**config.mk**
```make
export PLATFORM = sky130hd
export DESIGN_NAME = adder_sched
export DESIGN_NICKNAME = d
export VERILOG_FILES = /design/src/rtl/adder_sched.sv
export SDC_FILE = /design/constraint.sdc
export NUM_CORES = 1
export LEC_CHECK = 0
export CAP_MARGIN = 10
export CORE_UTILIZATION = 50
export CTS_BUF_LIST = sky130_fd_sc_hd__clkbuf_2 sky130_fd_sc_hd__clkbuf_4 sky130_fd_sc_hd__clkbuf_8
export DETAILED_ROUTE_END_ITERATION = 10
export HOLD_SLACK_MARGIN = 0.15
export PLACE_DENSITY_LB_ADDON = 0.12
export SLEW_MARGIN = 20
export SYNTH_ARGS = -nofsm -noshare
export SYNTH_HDL_FRONTEND = slang
export SYNTH_SLANG_ARGS = --single-unit
```
**constraint.sdc**
```tcl
create_clock -name clk -period 5.8 [get_ports clk]
set_input_delay 1.45 -clock clk [delete_from_list [all_inputs] [get_ports clk]]
set_output_delay 1.45 -clock clk [all_outputs]
set_load 0.01 [all_outputs]
```
**src/rtl/adder_sched.sv**
```systemverilog
// adder_sched: time-multiplexes one external 4-bit adder between two requesters.
// An accepted W-bit add (W = 4*NIB) is processed one nibble per cycle, least significant
// nibble first, rippling the carry through an internal register.
//
// Ports:
//   clk, rst            clock (rising edge) and asynchronous active-high reset
//   req0/req1           add requests; operands a*/b*/cin* held stable while req is high
//   gnt0/gnt1           one-cycle acceptance pulse, asserted in the accept cycle
//   busy                high while an operation is running or completing
//   add_a/add_b/add_c0  nibble operands and carry-in to the shared adder
//   add_s/add_c4        combinational sum/carry-out from the shared adder
//   done/done_id        one-cycle result pulse and the requester that owns it
//   sum/cout            result; held until overwritten by the next operation
module adder_sched #(
    parameter int unsigned NIB = 4
) (
    input  logic             clk,
    input  logic             rst,
    input  logic             req0,
    input  logic             req1,
    input  logic [4*NIB-1:0] a0,
    input  logic [4*NIB-1:0] b0,
    input  logic [4*NIB-1:0] a1,
    input  logic [4*NIB-1:0] b1,
    input  logic             cin0,
    input  logic             cin1,
    output logic             gnt0,
    output logic             gnt1,
    output logic             busy,
    output logic [3:0]       add_a,
    output logic [3:0]       add_b,
    output logic             add_c0,
    input  logic [3:0]       add_s,
    input  logic             add_c4,
    output logic             done,
    output logic             done_id,
    output logic [4*NIB-1:0] sum,
    output logic             cout
);

    localparam int unsigned W  = 4 * NIB;
    localparam int unsigned CW = (NIB > 1) ? $clog2(NIB) : 1;
    localparam logic [CW-1:0] LastNib = CW'(NIB - 1);

    typedef enum logic [1:0] {StIdle, StRun, StDone} state_e;

    state_e          state_q;
    logic [CW-1:0]   cnt_q;
    logic            carry_q;
    logic [W-1:0]    a_q;
    logic [W-1:0]    b_q;
    logic            cin_q;
    logic            id_q;       // requester of the operation in flight
    logic            last_q;     // requester served last; 1 after reset so requester 0 wins
    logic [W-1:0]    sum_q;
    logic            cout_q;
    logic            done_id_q;

    logic [CW+1:0]   nib_lsb;

    assign nib_lsb = {cnt_q, 2'b00};

    // Grants are combinational so the requester sees gnt in the cycle of its latch edge.
    // Gated by rst so nothing is granted while reset is held.
    always_comb begin
        gnt0 = 1'b0;
        gnt1 = 1'b0;
        if (!rst && state_q == StIdle) begin
            if (req0 && (!req1 || last_q)) begin
                gnt0 = 1'b1;
            end else if (req1) begin
                gnt1 = 1'b1;
            end
        end
    end

    // Shared adder operands, forced to zero outside RUN.
    always_comb begin
        add_a  = 4'h0;
        add_b  = 4'h0;
        add_c0 = 1'b0;
        if (state_q == StRun) begin
            add_a  = a_q[nib_lsb +: 4];
            add_b  = b_q[nib_lsb +: 4];
            add_c0 = (cnt_q == '0) ? cin_q : carry_q;
        end
    end

    always_ff @(posedge clk or posedge rst) begin
        if (rst) begin
            state_q   <= StIdle;
            cnt_q     <= '0;
            carry_q   <= 1'b0;
            a_q       <= '0;
            b_q       <= '0;
            cin_q     <= 1'b0;
            id_q      <= 1'b0;
            last_q    <= 1'b1;
            sum_q     <= '0;
            cout_q    <= 1'b0;
            done_id_q <= 1'b0;
        end else begin
            unique case (state_q)
                StIdle: begin
                    if (gnt0 || gnt1) begin
                        a_q     <= gnt1 ? a1 : a0;
                        b_q     <= gnt1 ? b1 : b0;
                        cin_q   <= gnt1 ? cin1 : cin0;
                        id_q    <= gnt1;
                        last_q  <= gnt1;
                        cnt_q   <= '0;
                        state_q <= StRun;
                    end
                end
                StRun: begin
                    sum_q[nib_lsb +: 4] <= add_s;
                    carry_q             <= add_c4;
                    cnt_q               <= cnt_q + 1'b1;
                    if (cnt_q == LastNib) begin
                        // Result metadata becomes visible together with the done pulse.
                        cout_q    <= add_c4;
                        done_id_q <= id_q;
                        state_q   <= StDone;
                    end
                end
                StDone: begin
                    state_q <= StIdle;
                end
                default: begin
                    state_q <= StIdle;
                end
            endcase
        end
    end

    assign busy    = (state_q != StIdle);
    assign done    = (state_q == StDone);
    assign done_id = done_id_q;
    assign sum     = sum_q;
    assign cout    = cout_q;

endmodule

```
# --- Word level (Yosys, flattened, before mapping) ---
# Index checks and enable logic that the tools add are counted.
word_totals:
  input_bits: 75
  ramBits: 0
  memories: 0
  latch_bits: 0
  regBits: 58
  output_inout_bits: 31
  rom_bits: 0
  elab_cells: 54
op_classes:
  order_cmp: 0
  div_mod_pow: 0
  shift: 4
  add_sub_neg: 2
  n_bitwise: 0
  n_eq_ne: 5
  muxes: 18
  mul: 0
  n_reduce_logical: 14
op_table:
  columns: ["cell", "count"]
  rows:
  - ["two-way mux 16 bit", 2]
  - ["indexed part select 16 x 5 -> 4 bit", 2]
  - ["bitwise mux 16 bit", 1]
  - ["variable shift 4 x 6 -> 16 bit (first input constant)", 1]
  - ["indexed part select 4 x 6 -> 16 bit", 1]
  - ["two-way mux 1 bit", 8]
  - ["two-way mux 4 bit", 2]
  - ["case mux 2 bit (2 select lines)", 2]
  - ["AND reduction 2 bit", 4]
  - ["two-way mux 2 bit", 3]
  - ["negator 4 -> 6 bit", 1]
  - ["equality test 2 bit (second input constant)", 2]
  - ["zero test 2 bit", 2]
  - ["inequality test 2 x 1 -> 1 bit (second input constant)", 2]
  - ["nonzero test 2 bit", 2]
  - ["adder 2 x 1 -> 2 bit (second input constant)", 1]
  - ["equality test 2 x 1 -> 1 bit (second input constant)", 1]
  - ["logical AND 1 bit", 2]
  - ["zero test 1 bit", 2]
  - ["logical OR 1 bit", 2]

# --- Longest topological paths before layout ---
# Gate-level depths: netlist of run 1.
depth:
  ltp_word: 8
  mapped_depth: 6
  ltp_nobuf: 5

# --- Worst setup path after synthesis of run 1 ---
# OpenSTA, ideal clock, no wires.
synth_path:
  path_kind: "input port to output port"
  start: "input rst"
  end: "output gnt0"
  setup_slack_ps: 2129
  cell_stages: 4
  required_time_ps: 4350
  path_buffers: 2
  t_arrival_ps: 2221
  cell_sequence: "or3_1 buf_2 buf_6 nor2_1"
synth_via:
  elab_chain_len: 3
synth_lines:
  columns: ["item", "line_no", "rtl"]
  rows:
  - ["from (decl)", "18", "input logic rst,"]
  - ["zero test 1 bit (no line)", null, null]
  - ["logical AND 1 bit", "68", "if (!rst && state_q == StIdle) begin"]
  - ["two-way mux 1 bit", "68", null]
  - ["to (decl)", "27", "output logic gnt0,"]
# Every way passes these cells.

# --- Final worst setup path of run 1 ---
layout_path:
  start: "input rst"
  end: "output gnt1"
layout_via:
  elab_chain_len: 3
layout_lines:
  columns: ["item", "line_no", "rtl"]
  rows:
  - ["zero test 1 bit (no line)", null, null]
  - ["logical AND 1 bit", "68", null]
  - ["two-way mux 1 bit", "68", null]
  - ["to (decl)", "28", "output logic gnt1,"]
# Every way passes these cells.

==> out/results.ini, run 1 <==
[power]
power_density_nw_per_um2 = 487
irDropWorstVdd_mv = 0.244
p_leak_nw = 1.67
p_int_mw = 1.33
power_frac_seq_pct = 35.5
p_sw_mw = 0.746
netSwitchingFraction_pct = 36.0
clockPowerShare_pct = 18.7
combPwrFrac_pct = 45.9

[sta]
slew_violations = 0
relSlewSlack_pct = 55.2
holdWs_ns = 0.472
worstMarginPinSlew_ns = 0.672
setup_viol = 0
min_period_ns = 4.77
skew_ns = 0.00744
rsz0062_at_grt = no
max_freq_mhz = 210
hold_viol_final = 0
setup_ws_ns = 1.03
finalCritPeriodShare_pct = 82.3
setup_tns_ns = 0

[logic_synthesis]
seq_area_frac_synth_pct = 48.1
syn_nets = 385
synth_area_leaders = dfrtp_1, a31oi_1, mux4_2
avgSynthCellArea_um2 = 9.87
synth_edf_count = 0
synth_cell_types = 36
synthArstFlopShare_pct = 100
syn_area_um2 = 3020
synthFlopType = dfrtp_1
synth-seq-cells = 58
yosys_warnings = 0
synth.largest_area_cell = dfrtp_1
yosys.area.top_type_share_pct = 47.2
synth_cells = 306

[clock_network]
clockRootBuffer = clkbuf_8
cts_sinks = 58
clockBufferDepth = 2
hold_buffers = 0
cts_tree = built
cts_resized = 0
worstSkewPairLatency_ns = 0.33
h-tree-depth = 3
clkTransAtPathRegs_ns = 0.07
cts_made_buffers = 9
cts_setup_buffers = 0

[placed_design]
pre_cts_ws_ns = 1.03
dp_hpwl_um = 5400
place_congestion = 0.812
dp.cells = 461
port_buffers = 105

[global_routing]
track_usage_pct = 25.9
grt-ovfl-total = 0
grt_pass1_wl_um = 12600
grt_pass1_vias = 2672
grt_max_degree = 69
antenna_found_initial = 0

[worst_setup_path]
r2r-end = b_q[13]$_DFFE_PP0P_
startpoint_type = input pin
endpoint_kind = output pin
r2r_slack_ns = 3.47
ff2ff_path_depth = 5
critPathArrivalTime_ns = 3.32
worstPathMaxFanout = 35
reg2reg_from = state_q[1]$_DFFE_PP0P_
path_class = input pin to output pin
required_ns = 4.35

[finish]
syn2layout_area_growth_pct = 41.0
final_common_cell = clkdlybuf4s50_1
n_antenna_cell = 0
nets = 479
final_cells = 477
layout_common_cells = clkdlybuf4s50_1, dfrtp_1, o21ai_1
final_core_util_pct = 75.1
layout-drive-gt1-share_pct = 9.14

[die]
io_pins = 106
die_h_um = 79.7
dieArea_um2 = 6360
die_x_um = 79.7
initial_utilization_pct = 53.2
fp-row-count = 27
core-area_um2 = 5680

[hold_path]
worst_hold_startpoint = id_q$_DFFE_PP0P_
hp-class = flip-flop to flip-flop
hold_path_depth = 1
worstHoldEndpoint = id_q$_DFFE_PP0P_

[job]
max_cap_viol_count = 0

[detailed_routing]
totalWireLength_um = 7910
drt-initial-drc-count = 186
wl_per_cell_um = 16.6
first_pass_iters = 4
postRouteAntennaNets = 0
drc = 0
viasPerCell = 5.87
vias = 2800

[outcome]
outcome = finished clean

[power by group through the flow]
stage / sequential (mW) / combinational (mW) / clock [mW]
after global placement: 0.737 / 0.926 / 0
final: 0.736 / 0.952 / 0.387
after detailed placement: 0.743 / 0.954 / 0
after CTS: 0.737 / 0.958 / 0.388
after global routing: 0.762 / 1.04 / 0.407
after floorplan: 0.708 / 0.610 / 0
[cell usage after synthesis (4+ instances only)]
cell,count
a22o_1,12
buf_6,5
and2_1,9
o21ai_0,5
mux4_2,8
ha_1,4
nand3_1,33
a31oi_1,33
inv_1,5
o21ai_1,35
nor2_1,4
clkbuf_1,9
a21oi_1,33
nand2_1,18
dfrtp_1,57
buf_2,9
[flip-flops by register name (all words and copies together) (netlist names)]
signal   cells
sum         16
carry_q      1
last_q       1
cout         1
done_id      1
cnt_q        2
id_q         1
state_q      2
a_q         16
b_q         16
cin_q        1
[critical path, stage by stage]
cell             delay, ns
clkdlybuf4s50_1       0.48
or3_1                 0.34
buf_4                 0.25
nor2_1                0.22
clkdlybuf4s50_1       0.57
[final cells by class]
class | instances | area, µm²
clock inverter | 4 | 50.0
fill | 411 | 1410
timing repair buffer | 111 | 1100
clock buffer | 12 | 159
tap | 72 | 90.1
multi-input combinational | 215 | 1400
inverter | 5 | 18.8
sequential | 58 | 1450
[through the flow]
| stage | total power, mW | area (µm²) |
|---|---|---|
| 6_report | 2.08 | 4260 |
| 5_1_grt | 2.21 | 4260 |
| 4_1_cts | 2.08 | 4260 |
| 3_5_place_dp | 1.70 | 4050 |
| 3_3_place_gp | 1.66 | 4050 |
| 2_1_floorplan | 1.32 | 3020 |
[per-layer routing]
layer,vias up,part of all wire (%),track usage [%]
li1,1332,-,-
met1,1330,43,34.1
met2,125,48,41.5
met3,13,7.7,5.71
met4,0,1.5,10.2
met5,-,0,0
[logic make-up after synthesis]
group / Yosys count / synth area share [%]
DFF: 58 / 48.1
and+or+nand+nor: 77 / 13.4
AOI/OAI and AO/OA: 123 / 23.9
buffers and inverters: 33 / 5.96
muxes: 11 / 7.04
adders and majority gates: 4 / 1.66
[how the worst max path moves through the flow]
stage	from	endpoint	slack, ns	cells after the start
after floorplan	rst	gnt0	2.13	4
after global placement	rst	gnt1	1.05	5
after detailed placement	rst	gnt1	1.03	5
after CTS	rst	gnt1	1.01	5
after global routing	rst	gnt1	0.95	5
final	rst	gnt1	1.03	5
Power figures use the tool's default switching activity.
==> run 2: changes to the inputs <==
--- a/config.mk
+++ b/config.mk
@@ -6,7 +6,7 @@
 export NUM_CORES = 1
 export LEC_CHECK = 0
 export CAP_MARGIN = 10
-export CORE_UTILIZATION = 50
+export CORE_UTILIZATION = 42
 export CTS_BUF_LIST = sky130_fd_sc_hd__clkbuf_2 sky130_fd_sc_hd__clkbuf_4 sky130_fd_sc_hd__clkbuf_8
 export DETAILED_ROUTE_END_ITERATION = 10
 export HOLD_SLACK_MARGIN = 0.15
==> constraint.sdc (replaced) <==
create_clock -name clk -period 3.8 [get_ports clk]
set_input_delay 0.95 -clock clk [delete_from_list [all_inputs] [get_ports clk]]
set_output_delay 0.95 -clock clk [all_outputs]
set_load 0.01 [all_outputs]
==> run 2 against run 1 <==
- clock power up 47%
- cell count up 5.5%
- design area up 1.2%
- sequential share of layout area down 0.41 points
==> out/results.ini, run 2 (synthesis gave the netlist of run 1 again) <==
[clock_network]
cts_made_buffers = 9  ; unchanged
cts_setup_buffers = 0  ; unchanged
clockRootBuffer = clkbuf_8
clkTransAtPathRegs_ns = 0.07  ; about the same
cts_tree = built
h-tree-depth = 3  ; unchanged
cts_sinks = 58  ; unchanged
cts_resized = 0  ; unchanged
hold_buffers = 0  ; unchanged
clockBufferDepth = 2  ; unchanged
worstSkewPairLatency_ns = 0.33  ; about the same

[finish]
layout-drive-gt1-share_pct = 9.58  ; +0.45 points
fillers = 600  ; +46%
syn2layout_area_growth_pct = 42.7
layout_common_cells = clkdlybuf4s50_1, dfrtp_1, o21ai_1
n_antenna_cell = 0  ; unchanged
nets = 481  ; +0.42%
final_common_cell = clkdlybuf4s50_1
design_area_um2 = 4310  ; +1.2%
final_core_util_pct = 62.8  ; -12 points

[detailed_routing]
drc = 0  ; unchanged
totalWireLength_um = 7940  ; +0.46%
wl_per_cell_um = 15.8  ; -4.7%
postRouteAntennaNets = 0  ; unchanged
first_pass_iters = 4  ; unchanged
drt-initial-drc-count = 96  ; -48%
vias = 2781  ; -0.68%
viasPerCell = 5.53  ; -5.8%

[global_routing]
track_usage_pct = 23.0  ; -2.8 points
grt_pass1_vias = 2894  ; +8.3%
antenna_found_initial = 0  ; unchanged
grt_max_degree = 68  ; -1.4%
grt-ovfl-total = 0  ; unchanged
grt_pass1_wl_um = 13400  ; +6.5%

[sta]
setup_tns_ns = 0  ; unchanged
slew_violations = 0  ; unchanged
rsz0062_at_grt = no
worstMarginPinSlew_ns = 0.670  ; -0.00271 ns
holdWs_ns = 0.480  ; +0.00789 ns
relSlewSlack_pct = 55.3  ; +0.18 points
setup_viol = 0  ; unchanged
min_period_ns = 3.57
setup_ws_ns = 0.231  ; -0.799 ns
skew_ns = 0.00736  ; -0.0000841 ns
hold_viol_final = 0  ; unchanged
max_freq_mhz = 280
finalCritPeriodShare_pct = 93.9

[die]
fp-row-count = 30  ; +11%
die_x_um = 86.8  ; +8.9%
io_pins = 106  ; unchanged
die_h_um = 86.8  ; +8.9%
dieArea_um2 = 7540  ; +19%
initial_utilization_pct = 44.0  ; -9.3 points
core-area_um2 = 6870  ; +21%

[job]
max_cap_viol_count = 0  ; unchanged

[placed_design]
post_dp_cell_area_um2 = 4110  ; +1.4%
place_congestion = 0.747  ; -8.0%
dp_hpwl_um = 5510  ; +2.2%
pre_cts_ws_ns = 0.230  ; -0.797 ns
port_buffers = 105  ; unchanged

[worst_setup_path]
path_cells = clkdlybuf4s50_1, or3_1, nor2_1, clkdlybuf4s50_1
required_ns = 2.85  ; -1.50 ns
path_class = input pin to output pin
cp_slowest_cell = clkdlybuf4s50_1
critPathMaxStageDelay_ns = 0.57  ; about the same
ff2ff_path_depth = 5  ; unchanged
worstPathMaxFanout = 4  ; -89%
path_common_cell = clkdlybuf4s50_1
critPathArrivalTime_ns = 2.62  ; -0.70 ns
startpoint_type = input pin
endpoint_kind = output pin

[power]
power_density_nw_per_um2 = 735  ; +51%
p_leak_nw = 1.67  ; +0.21%
irDropWorstVdd_mv = 0.274  ; +12%

[hold_path]
hp-class = flip-flop to flip-flop
hold_path_depth = 1  ; unchanged

[outcome]
outcome = finished clean

## run 2: per-stage QoR
step | total power [mW] | std cells
global placement | 2.58 | 487
detailed placement | 2.62 | 487
floorplan | 2.01 | 306
CTS | 3.20 | 503
global route | 3.41 | 503
finish | 3.17 | 503
## run 2: report_power, final
group          total, mW  switching, mW  internal [mW]
logic               1.47          0.679          0.795
registers           1.13          0.223          0.903
clock network      0.569          0.262          0.306
total               3.17           1.16           2.00
## run 2: area by class of cell
cell class | instances | area, µm² | share of cell area, %
Multi-Input combinational cell | 215 | 1400 | 32.3
Clock buffer | 9 | 124 | 2.87
Timing Repair Buffer | 113 | 1120 | 26.1
Inverter | 5 | 18.8 | 0.435
Sequential cell | 58 | 1450 | 33.7
Clock inverter | 7 | 78.8 | 1.83
Tap cell | 96 | 120 | 2.79
## run 2: critical path, delay by kind of cell
kind | cells | cell delay [ns]
buffers and inverters | 2 | 1.06
AND/OR/NAND/NOR | 2 | 0.61
## run 2: final timing paths
| check | to | from | slack, ns |
|---|---|---|---|
| setup / recovery | gnt1 | rst | 0.23 |
| hold / removal | id_q$_DFFE_PP0P_ | id_q$_DFFE_PP0P_ | 0.48 |
| setup reg to reg | sum[14]$_DFFE_PP0P_ | cnt_q[0]$_DFFE_PP0P_ | 1.57 |
| hold reg to reg | id_q$_DFFE_PP0P_ | id_q$_DFFE_PP0P_ | 0.48 |
| max in group asynchronous | a_q[15]$_DFFE_PP0P_ | rst | 1.88 |
| min in group asynchronous | sum[15]$_DFFE_PP0P_ | rst | 1.12 |
## run 2: per-layer routing
layer | up-vias | share of wire, % | wire length (µm) | GRT usage (%)
met2 | 79 | 50 | 3970 | 39.6
met4 | 0 | 1.7 | 133 | 9.55
li1 | 1330 | - | - | -
met1 | 1360 | 44 | 3490 | 28.3
met5 | - | 0 | 0 | 0
met3 | 12 | 4.5 | 357 | 4.57
